### src/rtl/fifo_stream_adapter.sv
// FIFO read-port to first-word-fall-through valid/ready stream adapter with a 2-entry output buffer.
// Optional statistics counters are enabled by defining FIFO_STREAM_ADAPTER_STATS_EN.
module fifo_stream_adapter #(
    parameter int unsigned WIDTH = 8
) (
    input  logic             clk,
    input  logic             rst,
    input  logic             fifo_empty,
    input  logic [WIDTH-1:0] fifo_rd_data,
    output logic             fifo_rd_en,
    output logic             m_valid,
    output logic [WIDTH-1:0] m_data,
    input  logic             m_ready,
    input  logic             flush
`ifdef FIFO_STREAM_ADAPTER_STATS_EN
    ,
    output logic [15:0]      beat_cnt,
    output logic [15:0]      stall_cnt
`endif
);

    logic [1:0]       occ;
    logic             pend;
    logic [WIDTH-1:0] head;
    logic [WIDTH-1:0] skid;

    logic             pop;
    logic [1:0]       level;
    logic [1:0]       occ_popped;
    logic [1:0]       occ_next;

    assign pop        = m_valid && m_ready;
    assign level      = occ + {1'b0, pend} - {1'b0, pop};
    assign occ_popped = occ - {1'b0, pop};
    assign occ_next   = occ_popped + {1'b0, pend};

    // m_ready reaches fifo_rd_en combinationally so a pop frees a slot for a same-cycle issue.
    assign fifo_rd_en = !rst && !fifo_empty && !flush && (level < 2'd2);
    assign m_data     = head;

    always_ff @(posedge clk) begin
        if (rst) begin
            occ     <= '0;
            pend    <= 1'b0;
            m_valid <= 1'b0;
            head    <= '0;
            skid    <= '0;
        end else if (flush) begin
            occ     <= '0;
            pend    <= 1'b0;
            m_valid <= 1'b0;
        end else begin
            pend    <= fifo_rd_en;
            occ     <= occ_next;
            m_valid <= (occ_next != 2'd0);
            // Pop shifts skid forward; an arriving word then lands in the first free slot.
            if (pop && occ == 2'd2) begin
                head <= skid;
            end
            if (pend) begin
                if (occ_popped == 2'd0) begin
                    head <= fifo_rd_data;
                end else begin
                    skid <= fifo_rd_data;
                end
            end
        end
    end

`ifdef FIFO_STREAM_ADAPTER_STATS_EN
    always_ff @(posedge clk) begin
        if (rst || flush) begin
            beat_cnt  <= '0;
            stall_cnt <= '0;
        end else begin
            if (pop) begin
                beat_cnt <= beat_cnt + 16'd1;
            end
            if (m_valid && !m_ready && stall_cnt != 16'hFFFF) begin
                stall_cnt <= stall_cnt + 16'd1;
            end
        end
    end
`endif

endmodule

### config.mk
export PLATFORM = sky130hd
export DESIGN_NAME = fifo_stream_adapter
export DESIGN_NICKNAME = d
export VERILOG_FILES = /design/src/rtl/fifo_stream_adapter.sv
export SDC_FILE = /design/constraint.sdc
export NUM_CORES = 1
export LEC_CHECK = 0
export ABC_AREA = 0
export BUFFER_PORTS_ARGS = -buffer_cell sky130_fd_sc_hd__buf_4
export CORE_ASPECT_RATIO = 1.1
export CORE_MARGIN = 2
export CORE_UTILIZATION = 50
export DETAILED_ROUTE_END_ITERATION = 12
export PLACE_DENSITY = 0.81
export RECOVER_POWER = 100
export SLEW_MARGIN = 20
export SYNTH_ARGS = -nofsm -noshare
export SYNTH_HDL_FRONTEND = slang
export SYNTH_SLANG_ARGS = --single-unit
### constraint.sdc
create_clock -name clk -period 1.9 [get_ports clk]
set_input_delay 0.475 -clock clk [delete_from_list [all_inputs] [get_ports clk]]
set_output_delay 0.475 -clock clk [all_outputs]
set_load 0.01 [all_outputs]
==> metrics.csv <==
stage,metric,value,unit
run_status,outcome,finished with violations,
run_status,failing checks,negative setup slack,
cts,Root Driver,clkbuf_4,
finish,most frequent cells in the layout,"buf_4 (18), dfxtp_1 (17), clkbuf_1 (11), mux2i_1 (9), nor2_1 (9)",
timing,min Tclk post-route,2006,ps
routing,Pre-antenna DRT Iters,4,
global_routing,vias in the first global route,766,
worst_hold_path,Hold WC Path Type,input port to flip-flop,
worst_setup_path,"slowest stage cell, crit path",dfxtp_2,
synthesis,Synth cell types,28,
finish,share of cells above drive strength 1,23.58,%
cts,Max H-tree Level,1,
timing,Rel. slew slack,76.94,%
timing,Highest Clock Rate,0.4984,GHz
finish,layout net count,138,
place,placed instance count,136,
routing,1st-iter DRT viols,8,
routing,routed vias/inst,5.809,
cts,Clock Tree Buf Depth,2,
worst_setup_path,Critical Path Max Stage Delay,350,ps
synthesis,syn_area_per_cell,9.532,um2
routing,Routed WL,2071,um
worst_setup_path,CP bufs+invs,1,
timing,Clock Skew,4.550,ps
die,Die X,45,um
timing,final worst slack,-106.5,ps
global_routing,initial antenna violation count,0,
global_routing,largest net degree at the start of global routing,20,
finish,Final Non-Filler Cells,141,
global_routing,gr ovfl total,0,
finish,"commonest non-fill, non-tap cell in the layout",buf_4,
cts,insertion delay to the later sink of the worst-skew pair,310,ps
timing,Worst-Margin Slew,345.9,ps
cts,Worst-path clk slew,120,ps
timing,final hold violations,0,
worst_setup_path,Crit Path Category,flip-flop to primary output,
timing,fin crit share,105.6,%
worst_setup_path,CP max FO,4,
power,Max IR drop VDD,0.5861,mV
worst_setup_path,CP Capture Type,primary output,
die,io pins,23,
routing,Vias,819,
cts,hold-fix buffers at CTS,0,
routing,Antenna Nets Post-Route,0,
worst_setup_path,CP Data Arrival Time,1530,ps
power,total power density per cell area,771.1,nW/um2
die,CORE AREA,1762,um2
global_routing,Overall Global Routing Usage,21.29,%
cts,clk sinks,20,
cts,Num CTS Buffers,3,
power,Leak Pwr,0.4777,nW
synthesis,Syn Inst Count,97,
timing,Slew Limit Fails,0,
synthesis,Synth Cell Area,924.6,um2
timing,Final setup viols,1,
place,GP Congestion,0.8683,
die,DIE AREA,2210,um2
worst_setup_path,Crit path max-delay family,simple AND/OR/NAND/NOR gates,
finish,Antenna diodes,0,
synthesis,syn_nets,111,
die,Die Y,49.10,um
place,PortBufs,22,
synthesis,post-synthesis sequential area ratio,43.30,%
run,MaxCap Viol Count,0,
worst_setup_path,Setup crit start kind,flip-flop,
finish,Area Growth Syn to Fin,24.36,%
routing,wire per inst,14.69,um
die,Starting Density,52.49,%
worst_setup_path,Critical Path RT,1420,ps
synthesis,YS warnings,0,
worst_setup_path,worst-path cell chain,and3b_1 > mux2i_1 > xnor2_1 > nor4_1 > buf_4,
routing,DRC viols,0,
synthesis,Yosys reg bits,20,
timing,unrepaired setup endpoints after global routing,true,
timing,Final Hold Slack,323.1,ps
global_routing,first-pass GRT wire length,3470,um
die,standard-cell row count,16,
cts,CTS tree,yes,
place,hpwl dp,1442,um
power,"Power, Total",0.8867,mW
==> Yosys cell counts <==
library cell | count | area, um2
a21boi_1 | 1 | 7.510
a21o_1 | 1 | 7.510
a21oi_1 | 2 | 10.01
a222oi_1 | 2 | 20.02
a22oi_1 | 6 | 45.04
a31oi_1 | 6 | 37.54
and2_1 | 2 | 12.51
and3_1 | 1 | 6.260
and3b_1 | 1 | 8.760
buf_1 | 1 | 3.750
buf_6 | 1 | 11.26
clkbuf_1 | 5 | 18.77
dfxtp_1 | 20 | 400.4
ha_1 | 1 | 12.51
inv_1 | 1 | 3.750
mux2i_1 | 9 | 90.09
nand2_1 | 7 | 26.28
nand2b_1 | 2 | 12.51
nand3_1 | 8 | 40.04
nand3b_1 | 1 | 7.510
nor2_1 | 9 | 33.78
nor4_1 | 2 | 12.51
nor4_4 | 1 | 21.27
o21a_1 | 1 | 7.510
o311ai_4 | 1 | 26.28
or2_2 | 1 | 6.260
or3b_1 | 1 | 8.760
xnor2_1 | 3 | 26.28
==> path summary, 6_finish.rpt <==
| check | start | cells after the start | slack [ps] | to |
|---|---|---|---|---|
| worst max-delay path | occ[0]$_SDFF_PP0_ | 5 | -110 | fifo_rd_en |
| worst min register to register | skid[4]$_SDFFE_PP0P_ | 2 | 480 | m_data[4]$_SDFFE_PP0N_ |
| worst min-delay path | fifo_empty | 2 | 320 | pend$_SDFF_PP0_ |
| worst max register to register | m_valid$_SDFF_PP0_ | 6 | 170 | skid[5]$_SDFFE_PP0P_ |
==> power breakdown <==
part	switching, mW	leakage [nW]	total (mW)	internal [mW]
clock	0.140	0.0279	0.353	0.213
sequential	0.0108	0.163	0.443	0.432
combinational	0.0465	0.286	0.0908	0.0443
total	0.197	0.478	0.887	0.689
==> metrics by stage <==
step           util [%]  instance area, um2  TNS [ps]  setup WS, ps
6_report          65.27                1150    -106.5        -106.5
5_1_grt           65.27                1150    -152.1        -152.1
4_1_cts           67.19                1184    -124.1        -124.1
3_5_place_dp      63.99                1127    -11.23        -11.23
3_3_place_gp      63.99                1127         0         51.81
2_1_floorplan         -               928.4         0         43.19
==> kinds of logic after synthesis <==
group | after synthesis | share of synthesized area, %
adder cells (fa/ha/maj) | 1 | 1.353
AND/OR/NAND/NOR | 36 | 21.25
multiplexers | 9 | 9.743
buffers and inverters | 8 | 4.059
XOR/XNOR | 3 | 2.842
AO/OA/AOI/OAI | 20 | 17.46
flip-flops | 20 | 43.30
==> state kept, by name, summed over array words and instances, names as in the netlist <==
| name | flops |
|---|---|
| occ | 2 |
| m_valid | 1 |
| m_data | 8 |
| skid | 8 |
| pend | 1 |
==> cell type report <==
class	count	area (um2)
Timing Repair Buffer	29	176.4
Sequential cell	20	404.1
Multi-Input combinational cell	69	490.5
Clock inverter	1	30.03
Clock buffer	3	22.52
Fill cell	162	611.8
Tap cell	18	22.52
Inverter	1	3.754
==> metal layers <==
layer	wire length [um]	track usage, %	vias up
li1	-	-	408
met1	870	26.10	386
met2	1079	35.00	23
met3	102	4.444	2
met4	19	8.824	0
met5	0	0	-
==> timing repair <==
action                                  in CTS  in global routing
setup buffers                                0                  1
resized for setup                            3                  0
endpoints found under the setup margin       1                  1
Note: power is estimated with default switching activity, not from simulation.
